==> src/rtl/nanocmos_seq_pkg.sv <==
// nanocmos_seq_pkg: state encoding and shared constants for frame_sequencer
// Build option: NANOCMOS_CDS_EN adds the PRST/SETTLE2/CONVERT2 states for a second conversion per pixel.
package nanocmos_seq_pkg;
    localparam logic [7:0] DEFAULT_SETTLE = 8'd2;
    localparam int FRAME_CNT_W = 16;
    typedef enum logic [2:0] {
        IDLE,
        SELECT,
        SETTLE,
        CONVERT,
        ADVANCE
`ifdef NANOCMOS_CDS_EN
        ,
        PRST,
        SETTLE2,
        CONVERT2
`endif
    } seq_state_e;
endpackage

==> src/rtl/frame_sequencer_if.sv <==
// frame_sequencer_if: control, ADC handshake and status bundle for frame_sequencer
// master: start/abort/continuous/single-pixel config/settle_cycles/adc_done out; slave: adc_start/row_sel/col_sel/busy/frame_done/addr_err/frame_count out.
interface frame_sequencer_if #(
    parameter int PIXEL_NUM_ROW = 7,
    parameter int PIXEL_NUM_COL = 16
);
    import nanocmos_seq_pkg::*;
    logic                     start;
    logic                     abort;
    logic                     continuous;
    logic                     single_pixel_en;
    logic [7:0]               single_pixel_row_addr;
    logic [7:0]               single_pixel_col_addr;
    logic [7:0]               settle_cycles;
    logic                     adc_done;
    logic                     adc_start;
    logic [PIXEL_NUM_ROW-1:0] row_sel;
    logic [PIXEL_NUM_COL-1:0] col_sel;
    logic                     busy;
    logic                     frame_done;
    logic                     addr_err;
    logic [FRAME_CNT_W-1:0]   frame_count;
    modport master (
        output start, abort, continuous, single_pixel_en, single_pixel_row_addr,
               single_pixel_col_addr, settle_cycles, adc_done,
        input  adc_start, row_sel, col_sel, busy, frame_done, addr_err, frame_count
    );
    modport slave (
        input  start, abort, continuous, single_pixel_en, single_pixel_row_addr,
               single_pixel_col_addr, settle_cycles, adc_done,
        output adc_start, row_sel, col_sel, busy, frame_done, addr_err, frame_count
    );
endinterface

==> src/rtl/settle_timer.sv <==
// settle_timer: loadable down-counter that flags the last cycle of a max(cycles,1)-long settle window
// Ports: clk, reset (sync, active-high), clr (cancel), load (start window next cycle), cycles (length), expire (last window cycle).
module settle_timer (
    input  logic       clk,
    input  logic       reset,
    input  logic       clr,
    input  logic       load,
    input  logic [7:0] cycles,
    output logic       expire
);
    logic [7:0] cnt_q, cnt_d;
    logic       run_q, run_d;
    always_comb begin
        expire = run_q && cnt_q == 8'd0;
        cnt_d  = load ? (cycles == 8'd0 ? 8'd0 : cycles - 8'd1)
                      : (run_q && cnt_q != 8'd0 ? cnt_q - 8'd1 : cnt_q);
        run_d  = !clr && (load || (run_q && !expire));
    end
    always_ff @(posedge clk) begin
        if (reset) begin
            cnt_q <= 8'd0;
            run_q <= 1'b0;
        end else begin
            cnt_q <= cnt_d;
            run_q <= run_d;
        end
    end
endmodule

==> src/rtl/frame_sequencer.sv <==
// frame_sequencer: raster/single-pixel scan controller driving row/column selects and an ADC handshake
// Ports: clk, reset (sync, active-high), bus (frame_sequencer_if.slave). Build option: NANOCMOS_CDS_EN (two conversions per pixel).
module frame_sequencer
    import nanocmos_seq_pkg::*;
#(
    parameter int PIXEL_NUM_ROW = 7,
    parameter int PIXEL_NUM_COL = 16
) (
    input logic              clk,
    input logic              reset,
    frame_sequencer_if.slave bus
);
    localparam logic [7:0] ROW_N = 8'(PIXEL_NUM_ROW);
    localparam logic [7:0] COL_N = 8'(PIXEL_NUM_COL);
    localparam logic [7:0] ROW_LAST = 8'(PIXEL_NUM_ROW - 1);
    localparam logic [7:0] COL_LAST = 8'(PIXEL_NUM_COL - 1);
    localparam logic [PIXEL_NUM_ROW-1:0] ROW_ONE = {{(PIXEL_NUM_ROW-1){1'b0}}, 1'b1};
    localparam logic [PIXEL_NUM_COL-1:0] COL_ONE = {{(PIXEL_NUM_COL-1){1'b0}}, 1'b1};
    seq_state_e               state_q, state_d;
    logic [7:0]               row_q, row_d, col_q, col_d, settle_q, settle_d;
    logic                     cont_q, cont_d, single_q, single_d;
    logic [FRAME_CNT_W-1:0]   count_q, count_d;
    logic                     adc_start_q, adc_start_d, busy_q, busy_d;
    logic                     frame_done_q, frame_done_d, addr_err_q, addr_err_d;
    logic [PIXEL_NUM_ROW-1:0] row_sel_q, row_sel_d;
    logic [PIXEL_NUM_COL-1:0] col_sel_q, col_sel_d;
    logic                     last_px, oob, launch, finish_px, timer_load, expire;
    settle_timer u_settle (
        .clk    (clk),
        .reset  (reset),
        .clr    (bus.abort),
        .load   (timer_load),
        .cycles (settle_q),
        .expire (expire)
    );
    always_comb begin
        last_px    = single_q || (row_q == ROW_LAST && col_q == COL_LAST);
        oob        = bus.single_pixel_row_addr >= ROW_N || bus.single_pixel_col_addr >= COL_N;
`ifdef NANOCMOS_CDS_EN
        timer_load = state_q == SELECT || state_q == PRST;
`else
        timer_load = state_q == SELECT;
`endif
        state_d      = state_q;
        row_d        = row_q;
        col_d        = col_q;
        settle_d     = settle_q;
        cont_d       = cont_q;
        single_d     = single_q;
        count_d      = count_q;
        frame_done_d = 1'b0;
        addr_err_d   = 1'b0;
        launch       = 1'b0;
        finish_px    = 1'b0;
        case (state_q)
            IDLE:     launch = bus.start;
            SELECT:   state_d = SETTLE;
            SETTLE:   state_d = expire ? CONVERT : SETTLE;
`ifdef NANOCMOS_CDS_EN
            CONVERT:  state_d = bus.adc_done ? PRST : CONVERT;
            PRST:     state_d = SETTLE2;
            SETTLE2:  state_d = expire ? CONVERT2 : SETTLE2;
            CONVERT2: finish_px = bus.adc_done;
`else
            CONVERT:  finish_px = bus.adc_done;
`endif
            ADVANCE: begin
                // Column is the inner loop; on the last pixel the step is overridden by a relaunch or masked in IDLE.
                state_d = last_px ? IDLE : SELECT;
                launch  = last_px && cont_q && bus.continuous;
                col_d   = col_q == COL_LAST ? 8'd0 : col_q + 8'd1;
                row_d   = col_q == COL_LAST ? row_q + 8'd1 : row_q;
            end
            default:  state_d = IDLE;
        endcase
        if (finish_px) begin
            state_d      = ADVANCE;
            frame_done_d = last_px;
            count_d      = count_q + {{(FRAME_CNT_W-1){1'b0}}, last_px};
        end
        // Configuration is captured at every frame launch so mid-frame input changes are ignored.
        if (launch) begin
            cont_d     = bus.continuous;
            single_d   = bus.single_pixel_en;
            settle_d   = bus.settle_cycles;
            row_d      = bus.single_pixel_en ? bus.single_pixel_row_addr : 8'd0;
            col_d      = bus.single_pixel_en ? bus.single_pixel_col_addr : 8'd0;
            addr_err_d = bus.single_pixel_en && oob;
            state_d    = addr_err_d ? IDLE : SELECT;
        end
        if (bus.abort) begin
            state_d      = IDLE;
            frame_done_d = 1'b0;
            addr_err_d   = 1'b0;
            count_d      = count_q;
        end
        busy_d      = state_d != IDLE;
`ifdef NANOCMOS_CDS_EN
        adc_start_d = state_d == CONVERT || state_d == CONVERT2;
`else
        adc_start_d = state_d == CONVERT;
`endif
        row_sel_d   = busy_d ? ROW_ONE << row_d : '0;
        col_sel_d   = busy_d ? COL_ONE << col_d : '0;
    end
    always_ff @(posedge clk) begin
        if (reset) begin
            state_q      <= IDLE;
            row_q        <= 8'd0;
            col_q        <= 8'd0;
            settle_q     <= DEFAULT_SETTLE;
            cont_q       <= 1'b0;
            single_q     <= 1'b0;
            count_q      <= '0;
            adc_start_q  <= 1'b0;
            busy_q       <= 1'b0;
            frame_done_q <= 1'b0;
            addr_err_q   <= 1'b0;
            row_sel_q    <= '0;
            col_sel_q    <= '0;
        end else begin
            state_q      <= state_d;
            row_q        <= row_d;
            col_q        <= col_d;
            settle_q     <= settle_d;
            cont_q       <= cont_d;
            single_q     <= single_d;
            count_q      <= count_d;
            adc_start_q  <= adc_start_d;
            busy_q       <= busy_d;
            frame_done_q <= frame_done_d;
            addr_err_q   <= addr_err_d;
            row_sel_q    <= row_sel_d;
            col_sel_q    <= col_sel_d;
        end
    end
    assign bus.adc_start   = adc_start_q;
    assign bus.busy        = busy_q;
    assign bus.frame_done  = frame_done_q;
    assign bus.addr_err    = addr_err_q;
    assign bus.frame_count = count_q;
    assign bus.row_sel     = row_sel_q;
    assign bus.col_sel     = col_sel_q;
endmodule

==> src/flat_wrapper.sv <==
// flat-port wrapper written by rule: the top's interface ports become plain ports
module frame_sequencer_flat import nanocmos_seq_pkg::*;
#(
    parameter int PIXEL_NUM_ROW = 7,
    parameter int PIXEL_NUM_COL = 16
)
  (clk, reset, bus_start, bus_abort, bus_continuous, bus_single_pixel_en, bus_single_pixel_row_addr, bus_single_pixel_col_addr, bus_settle_cycles, bus_adc_done, bus_adc_start, bus_row_sel, bus_col_sel, bus_busy, bus_frame_done, bus_addr_err, bus_frame_count);
  frame_sequencer_if #(.PIXEL_NUM_ROW(PIXEL_NUM_ROW), .PIXEL_NUM_COL(PIXEL_NUM_COL)) bus_i ();
  input logic clk;
  input logic reset;
  input wire logic [$bits(bus_i.start)-1:0] bus_start;
  input wire logic [$bits(bus_i.abort)-1:0] bus_abort;
  input wire logic [$bits(bus_i.continuous)-1:0] bus_continuous;
  input wire logic [$bits(bus_i.single_pixel_en)-1:0] bus_single_pixel_en;
  input wire logic [$bits(bus_i.single_pixel_row_addr)-1:0] bus_single_pixel_row_addr;
  input wire logic [$bits(bus_i.single_pixel_col_addr)-1:0] bus_single_pixel_col_addr;
  input wire logic [$bits(bus_i.settle_cycles)-1:0] bus_settle_cycles;
  input wire logic [$bits(bus_i.adc_done)-1:0] bus_adc_done;
  output wire logic [$bits(bus_i.adc_start)-1:0] bus_adc_start;
  output wire logic [$bits(bus_i.row_sel)-1:0] bus_row_sel;
  output wire logic [$bits(bus_i.col_sel)-1:0] bus_col_sel;
  output wire logic [$bits(bus_i.busy)-1:0] bus_busy;
  output wire logic [$bits(bus_i.frame_done)-1:0] bus_frame_done;
  output wire logic [$bits(bus_i.addr_err)-1:0] bus_addr_err;
  output wire logic [$bits(bus_i.frame_count)-1:0] bus_frame_count;
  assign bus_i.start = bus_start;
  assign bus_i.abort = bus_abort;
  assign bus_i.continuous = bus_continuous;
  assign bus_i.single_pixel_en = bus_single_pixel_en;
  assign bus_i.single_pixel_row_addr = bus_single_pixel_row_addr;
  assign bus_i.single_pixel_col_addr = bus_single_pixel_col_addr;
  assign bus_i.settle_cycles = bus_settle_cycles;
  assign bus_i.adc_done = bus_adc_done;
  assign bus_adc_start = bus_i.adc_start;
  assign bus_row_sel = bus_i.row_sel;
  assign bus_col_sel = bus_i.col_sel;
  assign bus_busy = bus_i.busy;
  assign bus_frame_done = bus_i.frame_done;
  assign bus_addr_err = bus_i.addr_err;
  assign bus_frame_count = bus_i.frame_count;
  frame_sequencer #(.PIXEL_NUM_ROW(PIXEL_NUM_ROW), .PIXEL_NUM_COL(PIXEL_NUM_COL)) u_core (.clk(clk), .reset(reset), .bus(bus_i));
endmodule
==> config.mk <==
export PLATFORM = sky130hd
export DESIGN_NAME = frame_sequencer_flat
export DESIGN_NICKNAME = d
export VERILOG_FILES = /design/src/rtl/nanocmos_seq_pkg.sv /design/src/rtl/frame_sequencer_if.sv /design/src/rtl/settle_timer.sv /design/src/rtl/frame_sequencer.sv /design/src/flat_wrapper.sv
export SDC_FILE = /design/constraint.sdc
export NUM_CORES = 1
export LEC_CHECK = 0
export CAP_MARGIN = 20
export CORE_AREA = 2 2 115 117
export DETAILED_ROUTE_END_ITERATION = 12
export DIE_AREA = 0 0 117 119
export GPL_TIMING_DRIVEN = 0
export MAX_ROUTING_LAYER = met4
export PLACE_DENSITY = 0.59
export SETUP_SLACK_MARGIN = 0.1
export SLEW_MARGIN = 20
export SYNTH_ARGS = -nofsm -noshare
export SYNTH_HDL_FRONTEND = slang
export SYNTH_HIERARCHICAL = 1
export SYNTH_SLANG_ARGS = --single-unit
export TNS_END_PERCENT = 30
==> constraint.sdc <==
create_clock -name clk -period 3.1 [get_ports clk]
set_clock_uncertainty 0.15 [all_clocks]
set_input_delay 0.465 -clock clk [delete_from_list [all_inputs] [get_ports clk]]
set_output_delay 0.465 -clock clk [all_outputs]
set_load 0.02 [all_outputs]
# Word-level counts from Yosys, hierarchy flattened
# Index checks and enable logic that the tools add are counted.
# totals
output_inout_bits	43
in_bits	31
elab_cells	79
ff_bits	81
# op_classes
add_sub_neg	5
n_bitwise	4
muxes	20
n_shift	2
reduce_logical	24
magnitude_cmp	2
eq_ne	7
# ops
cell	count
8-bit 2-to-1 mux	11
16-bit by 1-bit adder with 16-bit output	1
8-bit by 1-bit adder with 8-bit output, second input constant	2
8-bit logical NOT	2
1-bit by 8-bit left shift with 16-bit output, first input constant	1
8-bit by 1-bit subtractor with 8-bit output, second input constant	2
3-bit case mux with 4 select lines	1
3-bit by 2-bit == test with 1-bit output, second input constant	3
3-bit 2-to-1 mux	3
8-bit by 3-bit == test with 1-bit output, second input constant	1
8-bit by 4-bit == test with 1-bit output, second input constant	1
8-bit by 3-bit greater-or-equal comparator with 1-bit output, second input constant	1
8-bit by 5-bit greater-or-equal comparator with 1-bit output, second input constant	1
1-bit logical AND	8
8-bit nonzero test	1
1-bit by 8-bit left shift with 7-bit output, first input constant	1
3-bit OR reduction	2
1-bit 2-to-1 mux	4
1-bit inverter	4
2-bit OR reduction	2
3-bit by 1-bit == test with 1-bit output, second input constant	1
3-bit == test, second input constant	1
3-bit logical NOT	1
1-bit logical OR	3
5 further kinds	6

# Longest topological paths before layout
# Gate-level depths: netlist of the first run.
# logic_depth
depth_word	11
ltp_mapped	12

# Modules after synthesis
# Netlist of the first run, hierarchy kept.
# by_module_without_submodules
mod	seq_area_each_um2	area_each_um2	instances	cells_each
frame_sequencer	1441.4	3622.2	1	421
settle_timer	180.2	730.7	1	90

# Least setup slack after synthesis of the first run
# Ideal clock, no wire load.
# synth_timing
kind	input-to-reg
start	input bus_single_pixel_col_addr[6]
end	register u_core.row_sel_q[5], in the netlist u_core/bus.row_sel[5]
slack_ps	578
path_stages	6
arrival_ps	2269
cell_sequence	or4_4 o41ai_4 a211oi_2 a2111oi_4 o21ai_2 a2111oi_2
# synth_between
elab_chain_cells	9
# synth_lines
element	line	rtl
start, declared	flat_wrapper.sv:16	input wire logic [$bits(bus_i.single_pixel_col_addr)-1:0] bus_single_pixel_col_addr;
8-bit by 5-bit greater-or-equal comparator with 1-bit output	frame_sequencer.sv:38	oob = bus.single_pixel_row_addr >= ROW_N || bus.single_pixel_col_addr >= COL_N;
1-bit logical OR	frame_sequencer.sv:38	
1-bit logical AND	frame_sequencer.sv:88	addr_err_d = bus.single_pixel_en && oob;
1-bit 2-to-1 mux	frame_sequencer.sv:89	state_d = addr_err_d ? IDLE : SELECT;
3-bit 2-to-1 mux	frame_sequencer.sv:82	if (launch) begin
3-bit 2-to-1 mux	frame_sequencer.sv:91	if (bus.abort) begin
3-bit nonzero test	frame_sequencer.sv:97	busy_d = state_d != IDLE;
1-bit inverter (no source line)	n/a	
2-bit OR reduction (no source line)	n/a	
end signal, assigned	frame_sequencer.sv:133	row_sel_q <= row_sel_d;
end, declared	frame_sequencer.sv:25	logic [PIXEL_NUM_ROW-1:0] row_sel_q, row_sel_d;
# Every way passes these cells.
# A chain may end at the register's enable or synchronous reset.

# Final worst setup path of the first run
# layout_timing
start	input bus_single_pixel_row_addr[7]
end	register u_core.row_sel_q[5], in the netlist u_core/bus.row_sel[5]
# layout_between
elab_chain_cells	9
# layout_lines
element	line	rtl
start, declared	flat_wrapper.sv:15	input wire logic [$bits(bus_i.single_pixel_row_addr)-1:0] bus_single_pixel_row_addr;
8-bit by 3-bit greater-or-equal comparator with 1-bit output	frame_sequencer.sv:38	
1-bit logical OR	frame_sequencer.sv:38	
1-bit logical AND	frame_sequencer.sv:88	
1-bit 2-to-1 mux	frame_sequencer.sv:89	
3-bit 2-to-1 mux	frame_sequencer.sv:82	
3-bit 2-to-1 mux	frame_sequencer.sv:91	
3-bit nonzero test	frame_sequencer.sv:97	
1-bit inverter (no source line)	n/a	
2-bit OR reduction (no source line)	n/a	
# Several ways; a longest one is shown, not always the timed one.

==> out/results.txt, run 1 <==
Seq pwr share - 44.2%
routed len/inst - 16.1 um
main area contributors after synthesis - dfxtp_1 (37%), nand2_1 (5.1%), nor2_1 (5.1%)
Yosys warning total - 6
Slew Viols, Final - 0
clock network power share - 41.7%
GRT Util Overall - 19.4%
worst path arrival time - 2.89 ns
Area after DPL - 5290 sq um
met3 usage - 3.26%
largest net degree at the start of global routing - 15
DRT iter0 DRCs - 278
Port Buf Inserts - 72
Setup CP Type - in2reg
Comb power frac - 14.1%
static leakage - 0.00200 uW
share of cells above drive strength 1 - 12.2%
via count - 4,240
Die ar. - 13,900 sq um
first-pass GRT wire length - 20,500 um
Die Y - 119 um
final core occ - 44.1%
Via density - 5.42
ys async rst share - 0%
switching power - 659 uW
CTS tree - built
Max Cap Viol - 0
area taken by multi-input logic gates - 2570 sq um
worst-margin pin slew - 0.825 ns
setup violators final - 0
# hold bufs at CTS - 0
sw frac - 26.6%
# H-tree levels - 3
cell count after synthesis - 511
DRC viols - 0
Cell Area, Synth - 4350 sq um
GRT Residual Overflow - 0
Critical Path RT - 3.19 ns
maximum clock rate - 357 MHz
antenna cells - 0
Setup TNS Final - 0 ns
EDFF count, synth - 0
Initial Utilization - 33.8%
FP Rows - 42
maximum clock path buffer count - 2
clk root buf - clkbuf_16
Power Dens Cells - 437 nW/um^2
Die Wd - 117 um
Unique masters post-synth - 75
RSZ-0062 raised after global routing - no
CP Launch Type - input port
Slew HR - 44.5%
nets - 642
first drt pass iteration count - 5
FF+latch area - 1620 sq um
vias in the first global route - 4,169
CTS clk-pin slew, worst paths - 0.06 ns
met2 usage - 29.9%
fin worst setup slack - 0.296 ns
pre-CTS setup slack - -0.366 ns
CTS Sinks - 81
Std-Cell Core Area - 12,900 sq um
Post-synth top cells - dfxtp_1 (81), nand2_1 (59), nor2_1 (59)
area leader, netlist - dfxtp_1
syn nets - 551
P_int - 1820 uW
Fillers - 1,270
top cell type's share of synthesized area - 37.3%
syn_area_per_cell - 8.52 sq um
Final Cycle Share - 90.5%
Final min period - 2.80 ns
clock latency on the worst-skew pair - 0.34 ns
RD Place Congestion - 0.861
Synth-to-Final Area Change - 30.4%
final hold vios - 0
ANT nets after route - 0
VDD IR-drop max - 0.168 mV
Post-DP HPWL - 9240 um
crit end category - flop
final WL - 12,600 um
CP max FO - 4
Design Area, Final - 5680 sq um
outcome - complete, no violations
Ports - 74
Seq/Total Area, Yosys - 37.3%
initial antenna violation count - 0
hold crit path type - reg2reg
FF+latch count, synth - 81
Main synth FF type - dfxtp_1
Num CTS Buffers - 9
met1 Use GR - 24.8%
GRT Max-Usage Layer - met2
cell with the most instances after synthesis - dfxtp_1
flip-flops by register name (all words and copies together) (netlist names):
register,flops
u_core/u_settle/cnt_q,8
u_core/bus.frame_count,16
u_core/bus.busy,1
u_core/bus.frame_done,1
u_core/row_q,8
u_core/state_q,3
u_core/bus.addr_err,1
u_core/u_settle/run_q,1
u_core/bus.col_sel,16
u_core/bus.row_sel,7
u_core/col_q,8
u_core/cont_q,1
u_core/settle_q,8
u_core/bus.adc_start,1
u_core/single_q,1
path summary, 6_finish.rpt:
path	depth (start not counted)	slack, ns	to	startpoint
worst max-delay path	8	0.30	u_core/bus.row_sel[5]$_SDFF_PP0_	bus_single_pixel_row_addr[7]
worst min-delay path	2	0.32	u_core/cont_q$_SDFFE_PP0N_	u_core/cont_q$_SDFFE_PP0N_
worst max register to register	12	0.30	u_core/bus.frame_count[10]$_SDFFE_PP0P_	u_core/row_q[0]$_SDFF_PP0_
worst min register to register	2	0.32	u_core/cont_q$_SDFFE_PP0N_	u_core/cont_q$_SDFFE_PP0N_
power groups by stage:
stage / sequential (uW) / clock, uW / combinational (uW)
4_1_cts: 1100 / 1060 / 336
5_1_grt: 1100 / 1120 / 382
6_report: 1100 / 1030 / 350
3_3_place_gp: 1120 / 0 / 325
3_5_place_dp: 1120 / 0 / 329
2_1_floorplan: 1110 / 0 / 213
final cells by class:
| class | count | share of cell area (%) |
|---|---|---|
| tap | 176 | 3.88 |
| clock inverter | 4 | 0.419 |
| multi-input combinational | 391 | 45.2 |
| sequential | 81 | 28.6 |
| inverter | 16 | 1.06 |
| buffer | 23 | 2.38 |
| timing repair buffer | 80 | 13.8 |
| clock buffer | 12 | 4.70 |
stage by stage:
step                      total power, uW  hold WS, ns  instances
after floorplan                      1330        0.282        511
after global placement               1440        0.291        759
after detailed placement             1450        0.310        759
after CTS                            2490        0.319        778
after global routing                 2600        0.347        783
final                                2480        0.319        783
layer usage:
metal | up-vias | wire length (um) | share of wire [%]
met2 | 155 | 5940 | 47
met5 | - | 0 | 0
li1 | 2032 | - | -
met3 | 31 | 750 | 5.9
met1 | 2022 | 5570 | 44
met4 | 0 | 378 | 3.0
logic make-up (layout without fill, tap and decap cells):
family | Yosys count | after routing | share of synthesized area [%]
and+or+nand+nor | 229 | 229 | 27.7
AOI/OAI and AO/OA | 116 | 116 | 20.4
DFF | 81 | 81 | 37.3
buffers and inverters | 39 | 135 | 4.43
xor gates and xnor gates | 32 | 32 | 6.44
adders and majority gates | 9 | 9 | 2.59
muxes | 5 | 5 | 1.26
what timing repair did:
| item | CTS | global route |
|---|---|---|
| endpoints found under the hold margin | 0 | 0 |
| pin swaps | 2 | 2 |
| setup buffers | 3 | 5 |
| endpoints found under the setup margin | 42 | 55 |
| gates resized for setup | 2 | 7 |
cell usage in the layout (no fill, tap or decap), types with 4 or more instances in the layout:
cell type,count
clkbuf_8,5
ha_1,9
xnor2_1,13
clkbuf_16,9
nor3_1,17
o21ai_0,15
a211oi_1,10
clkbuf_1,9
o211ai_1,8
a21oi_1,32
and3_1,8
nand3_1,24
nor2b_1,5
clkdlybuf4s50_1,72
inv_1,14
nor2_1,59
xor2_1,19
nand4_1,13
nand2_1,59
dfxtp_1,81
or3_1,5
buf_4,11
buf_2,6
a21o_1,4
nor4_1,7
a31oi_1,4
critical path, cell delays in order:
cell             delay, ns
clkdlybuf4s50_1       0.43
or4_4                 0.58
o41ai_4               0.42
a211oi_2              0.12
a2111oi_4             0.34
buf_4                 0.22
o21ai_2               0.10
a2111oi_2             0.21
No activity file was read; power rests on OpenSTA's default activity.
==> run 2, diff against run 1 <==
--- a/config.mk
+++ b/config.mk
@@ -11,8 +11,7 @@
 export DIE_AREA = 0 0 117 119
 export GPL_TIMING_DRIVEN = 0
 export MAX_ROUTING_LAYER = met4
-export PLACE_DENSITY = 0.59
-export SETUP_SLACK_MARGIN = 0.1
+export PLACE_DENSITY = 0.52
 export SLEW_MARGIN = 20
 export SYNTH_ARGS = -nofsm -noshare
 export SYNTH_HDL_FRONTEND = slang
==> out/results.txt, run 2 (synthesis gave the netlist of run 1 again) <==
crit end category - flop
switching power - 681 uW
Setup CP Type - in2reg
antenna cells - 0
worst path arrival time - 3.03 ns
routed len/inst - 16.9 um
clock latency on the worst-skew pair - 0.35 ns
Final min period - 2.93 ns
Max Cap Viol - 0
Setup TNS Final - 0 ns
CTS tree - built
initial antenna violation count - 0
GRT Residual Overflow - 0
Die ar. - 13,900 sq um
Design Area, Final - 5650 sq um
fin worst setup slack - 0.167 ns
clk root buf - clkbuf_16
Std-Cell Core Area - 12,900 sq um
CP Cell Sequence - clkdlybuf4s50_1 > or4_4 > o41ai_4 > a211oi_2 > a2111oi_4 > buf_4 > o21ai_2 > a2111oi_2
CTS Sinks - 81
reg2reg setup slack - 0.19 ns
Die Wd - 117 um
Num CTS Buffers - 9
slowest CP cell - or4_4
CTS clk-pin slew, worst paths - 0.06 ns
Slew Viols, Final - 0
VDD IR-drop max - 0.283 mV
Seq pwr share - 43.7%
Ports - 74
commonest non-fill, non-tap cell in the layout - dfxtp_1
Initial Utilization - 33.8%
DRT iter0 DRCs - 271
GRT Util Overall - 20.5%
RR Startpoint - u_core/row_q[0]$_SDFF_PP0_
Power Dens Cells - 444 nW/um^2
first drt pass iteration count - 5
P_int - 1830 uW
pre-CTS setup slack - -0.351 ns
r2r endpoint - u_core/bus.frame_count[10]$_SDFFE_PP0P_
crit-path max cell delay - 0.59 ns
worst-margin pin slew - 0.866 ns
Slew HR - 41.7%
maximum clock rate - 341 MHz
# H-tree levels - 3
via count - 4,136
share of cells above drive strength 1 - 11.6%
Via density - 5.30
final hold vios - 0
setup violators final - 0
Critical Path RT - 3.20 ns
Final Cycle Share - 94.6%
Post-DP HPWL - 9640 um
CP Launch Type - input port
Synth-to-Final Area Change - 29.9%
static leakage - 0.00199 uW
sw frac - 27.2%
maximum clock path buffer count - 2
RD Place Congestion - 0.900
CP max FO - 6
FP Rows - 42
Die Y - 119 um
CP Buf/Inv Count - 2
HP Start - bus_single_pixel_en
vias in the first global route - 4,016
most frequent cells in the layout - dfxtp_1 (81), clkdlybuf4s50_1 (72), nand2_1 (59), nor2_1 (58), a21oi_1 (32)
Comb power frac - 13.8%
outcome - complete, no violations
final WL - 13,200 um
Crit path max-delay family - compound AO/OA/AOI/OAI gates
nets - 641
RSZ-0062 raised after global routing - yes
Port Buf Inserts - 72
clock network power share - 42.4%
Area after DPL - 5290 sq um
WHS Endpoint - u_core/bus.addr_err$_SDFF_PP0_
DRC viols - 0
hold crit path type - in2reg
largest net degree at the start of global routing - 15
WHS Path Cells - 3
Worst Reg-to-Reg Cells - 12
# hold bufs at CTS - 0
ANT nets after route - 0
first-pass GRT wire length - 21,200 um
[run 2: area by class of cell]
class	count	area, sq um
clock buffer	9	225
fill	1296	7220
tap	176	220
timing repair buffer	79	773
clock inverter	6	60.1
inverter	16	60.1
multi-input combinational	391	2560
buffer	23	136
sequential	81	1620
[run 2: worst max-delay path by stage]
stage                                                         to  slack (ns)  cells after the start                             startpoint
final                           u_core/bus.row_sel[5]$_SDFF_PP0_        0.17                      8           bus_single_pixel_col_addr[6]
after global placement           u_core/settle_q[6]$_SDFFE_PP0N_       -0.37                      8                              bus_start
after floorplan                 u_core/bus.row_sel[5]$_SDFF_PP0_        0.58                      6           bus_single_pixel_col_addr[6]
after global routing      u_core/bus.frame_count[6]$_SDFFE_PP0P_       -0.06                     12             u_core/row_q[0]$_SDFF_PP0_
after detailed placement         u_core/settle_q[6]$_SDFFE_PP0N_       -0.35                      8                              bus_start
after CTS                      u_core/bus.col_sel[15]$_SDFF_PP0_        0.01                      9  u_core/u_settle/cnt_q[0]$_SDFFE_PP0P_
[run 2: power by group through the flow]
| stage | combinational, uW | clock [uW] | sequential (uW) |
|---|---|---|---|
| 2_1_floorplan | 213 | 0 | 1110 |
| 3_3_place_gp | 332 | 0 | 1120 |
| 4_1_cts | 338 | 1100 | 1100 |
| 3_5_place_dp | 334 | 0 | 1120 |
| 5_1_grt | 381 | 1140 | 1100 |
| 6_report | 347 | 1060 | 1100 |
[run 2: tightest hold or removal path: cells and delay by family]
| family | cells | cell delay [ns] |
|---|---|---|
| buffers and inverters | 1 | 0.12 |
| AO/OA/AOI/OAI | 1 | 0.09 |
| AND/OR/NAND/NOR | 1 | 0.06 |
[run 2: through the flow]
stage | std cells | total power, uW | hold WS (ns) | utilization [%]
floorplan | 511 | 1330 | 0.282 | -
global placement | 759 | 1450 | 0.296 | 41.1
detailed placement | 759 | 1450 | 0.298 | 41.1
CTS | 774 | 2530 | 0.274 | 43.5
global route | 781 | 2620 | 0.308 | 43.9
finish | 781 | 2510 | 0.295 | 43.9
[run 2: per-layer routing]
| metal | vias to the layer above | GRT usage, % | wire [um] |
|---|---|---|---|
| met2 | 125 | 30.8 | 6050 |
| met4 | 0 | 6.62 | 189 |
| met3 | 17 | 5.85 | 874 |
| li1 | 2024 | - | - |
| met5 | - | - | 0 |
| met1 | 1970 | 26.5 | 6100 |
[run 2: repair_timing]
action / in CTS / in global routing
resized for setup: 2 / 4
setup endpoints to repair: 17 / 54
gates cloned: 0 / 0
endpoints found under the hold margin: 0 / 0
buffers inserted: 0 / 7
pin swaps: 0 / 3
==> run 3, diff against run 2 <==
--- a/config.mk
+++ b/config.mk
@@ -6,12 +6,12 @@
 export NUM_CORES = 1
 export LEC_CHECK = 0
 export CAP_MARGIN = 20
-export CORE_AREA = 2 2 115 117
+export CORE_AREA = 2 2 97 99
 export DETAILED_ROUTE_END_ITERATION = 12
-export DIE_AREA = 0 0 117 119
+export DIE_AREA = 0 0 99 101
 export GPL_TIMING_DRIVEN = 0
 export MAX_ROUTING_LAYER = met4
-export PLACE_DENSITY = 0.52
+export PLACE_DENSITY = 0.7
 export SLEW_MARGIN = 20
 export SYNTH_ARGS = -nofsm -noshare
 export SYNTH_HDL_FRONTEND = slang
==> out/results.txt, run 3 (synthesis gave the netlist of run 1 again) <==
antenna cells - 0
Setup TNS Final - 0 ns
Post-DP HPWL - 8810 um
maximum clock path buffer count - 2
pre-CTS setup slack - -0.329 ns
Ports - 74
Initial Utilization - 48.5%
GRT Residual Overflow - 0
ANT nets after route - 0
sw frac - 28.5%
Max Cap Viol - 0
Num CTS Buffers - 9
vias in the first global route - 3,842
RD Place Congestion - 0.894
clock network power share - 31.0%
Setup CP Type - in2reg
switching power - 593 uW
first-pass GRT wire length - 18,800 um
worst-margin pin slew - 0.803 ns
P_int - 1490 uW
clock latency on the worst-skew pair - 0.35 ns
# H-tree levels - 3
CTS clk-pin slew, worst paths - 0.08 ns
Area after DPL - 5210 sq um
DRT iter0 DRCs - 304
Slew HR - 46.0%
FP Rows - 35
hold crit path type - in2reg
fin worst setup slack - 0.164 ns
Die Y - 101 um
Final Non-Filler Cells - 713
Synth-to-Final Area Change - 24.6%
Fillers - 823
VDD IR-drop max - 0.182 mV
share of cells above drive strength 1 - 10.8%
Std-Cell Core Area - 8980 sq um
initial antenna violation count - 0
Slew Viols, Final - 0
commonest non-fill, non-tap cell in the layout - dfxtp_1
CP Launch Type - input port
DRC viols - 0
Final Cycle Share - 94.7%
crit end category - flop
final WL - 11,900 um
Port Buf Inserts - 72
final hold vios - 0
worst path arrival time - 2.99 ns
Die Wd - 99 um
CTS Sinks - 81
Via density - 5.82
setup violators final - 0
clk root buf - clkbuf_8
routed len/inst - 16.7 um
Final min period - 2.94 ns
nets - 639
maximum clock rate - 341 MHz
static leakage - 0.00192 uW
reg2reg setup slack - 0.24 ns
GRT Util Overall - 24.2%
CP max FO - 10
Design Area, Final - 5420 sq um
largest net degree at the start of global routing - 15
Die ar. - 10000 sq um
Critical Path RT - 3.15 ns
most frequent cells in the layout - dfxtp_1 (81), clkdlybuf4s50_1 (72), nor2_1 (59), nand2_1 (59), a21oi_1 (32)
Comb power frac - 16.4%
via count - 4,150
outcome - complete, no violations
first drt pass iteration count - 5
final core occ - 60.4%
Inst Count DP - 694
Power Dens Cells - 384 nW/um^2
RSZ-0062 raised after global routing - no
CTS tree - built
Seq pwr share - 52.6%
# hold bufs at CTS - 0
run 3: through the flow:
| step | total power (uW) | hold WS, ns |
|---|---|---|
| floorplan | 1330 | 0.282 |
| global placement | 1440 | 0.295 |
| detailed placement | 1440 | 0.298 |
| CTS | 2080 | 0.259 |
| global route | 2170 | 0.262 |
| finish | 2080 | 0.274 |
run 3: area by class of cell:
cell class	instances	area, sq um	area share [%]
Clock buffer	10	128	2.35
Inverter	16	60.1	1.11
Timing Repair Buffer	77	758	14.0
Sequential cell	81	1620	29.9
Tap cell	111	139	2.56
Buffer	23	133	2.45
Multi-Input combinational cell	391	2560	47.2
Clock inverter	4	22.5	0.415
run 3: repair_timing:
| action | 4_1_cts | 5_1_grt |
|---|---|---|
| setup endpoints to repair | 0 | 40 |
| buffers inserted | 0 | 5 |
| gates resized for setup | 0 | 4 |
run 3: critical path: stages:
cell,delay (ns)
clkdlybuf4s50_1,0.46
nor2b_1,0.36
o21ai_0,0.36
a21oi_4,0.40
clkbuf_8,0.25
clkbuf_1,0.50
a211oi_1,0.18
run 3: power by group through the flow:
stage | Clock (uW) | Sequential, uW | Combinational [uW]
detailed placement | 0 | 1120 | 325
finish | 644 | 1090 | 342
global route | 700 | 1100 | 370
CTS | 663 | 1090 | 327
global placement | 0 | 1120 | 321
floorplan | 0 | 1110 | 213
run 3: path summary, 6_finish.rpt:
path                            cells past startpoint                          endpoint                             startpoint
worst max-delay path                                7        u_core/row_q[6]$_SDFF_PP0_                              bus_start
worst min-delay path                                3    u_core/bus.addr_err$_SDFF_PP0_                    bus_single_pixel_en
worst max register to register                     10  u_core/bus.row_sel[5]$_SDFF_PP0_  u_core/u_settle/cnt_q[0]$_SDFFE_PP0P_
worst min register to register                      2        u_core/cont_q$_SDFFE_PP0N_             u_core/cont_q$_SDFFE_PP0N_
run 3: layer usage:
metal | part of all wire (%) | track usage (%) | wire (um) | vias up
met1 | 45 | 31.7 | 5360 | 1960
met3 | 6.1 | 2.84 | 725 | 12
met5 | 0 | - | 0 | -
met2 | 48 | 39.7 | 5680 | 159
met4 | 1.1 | 6.74 | 136 | 0
li1 | - | - | - | 2019
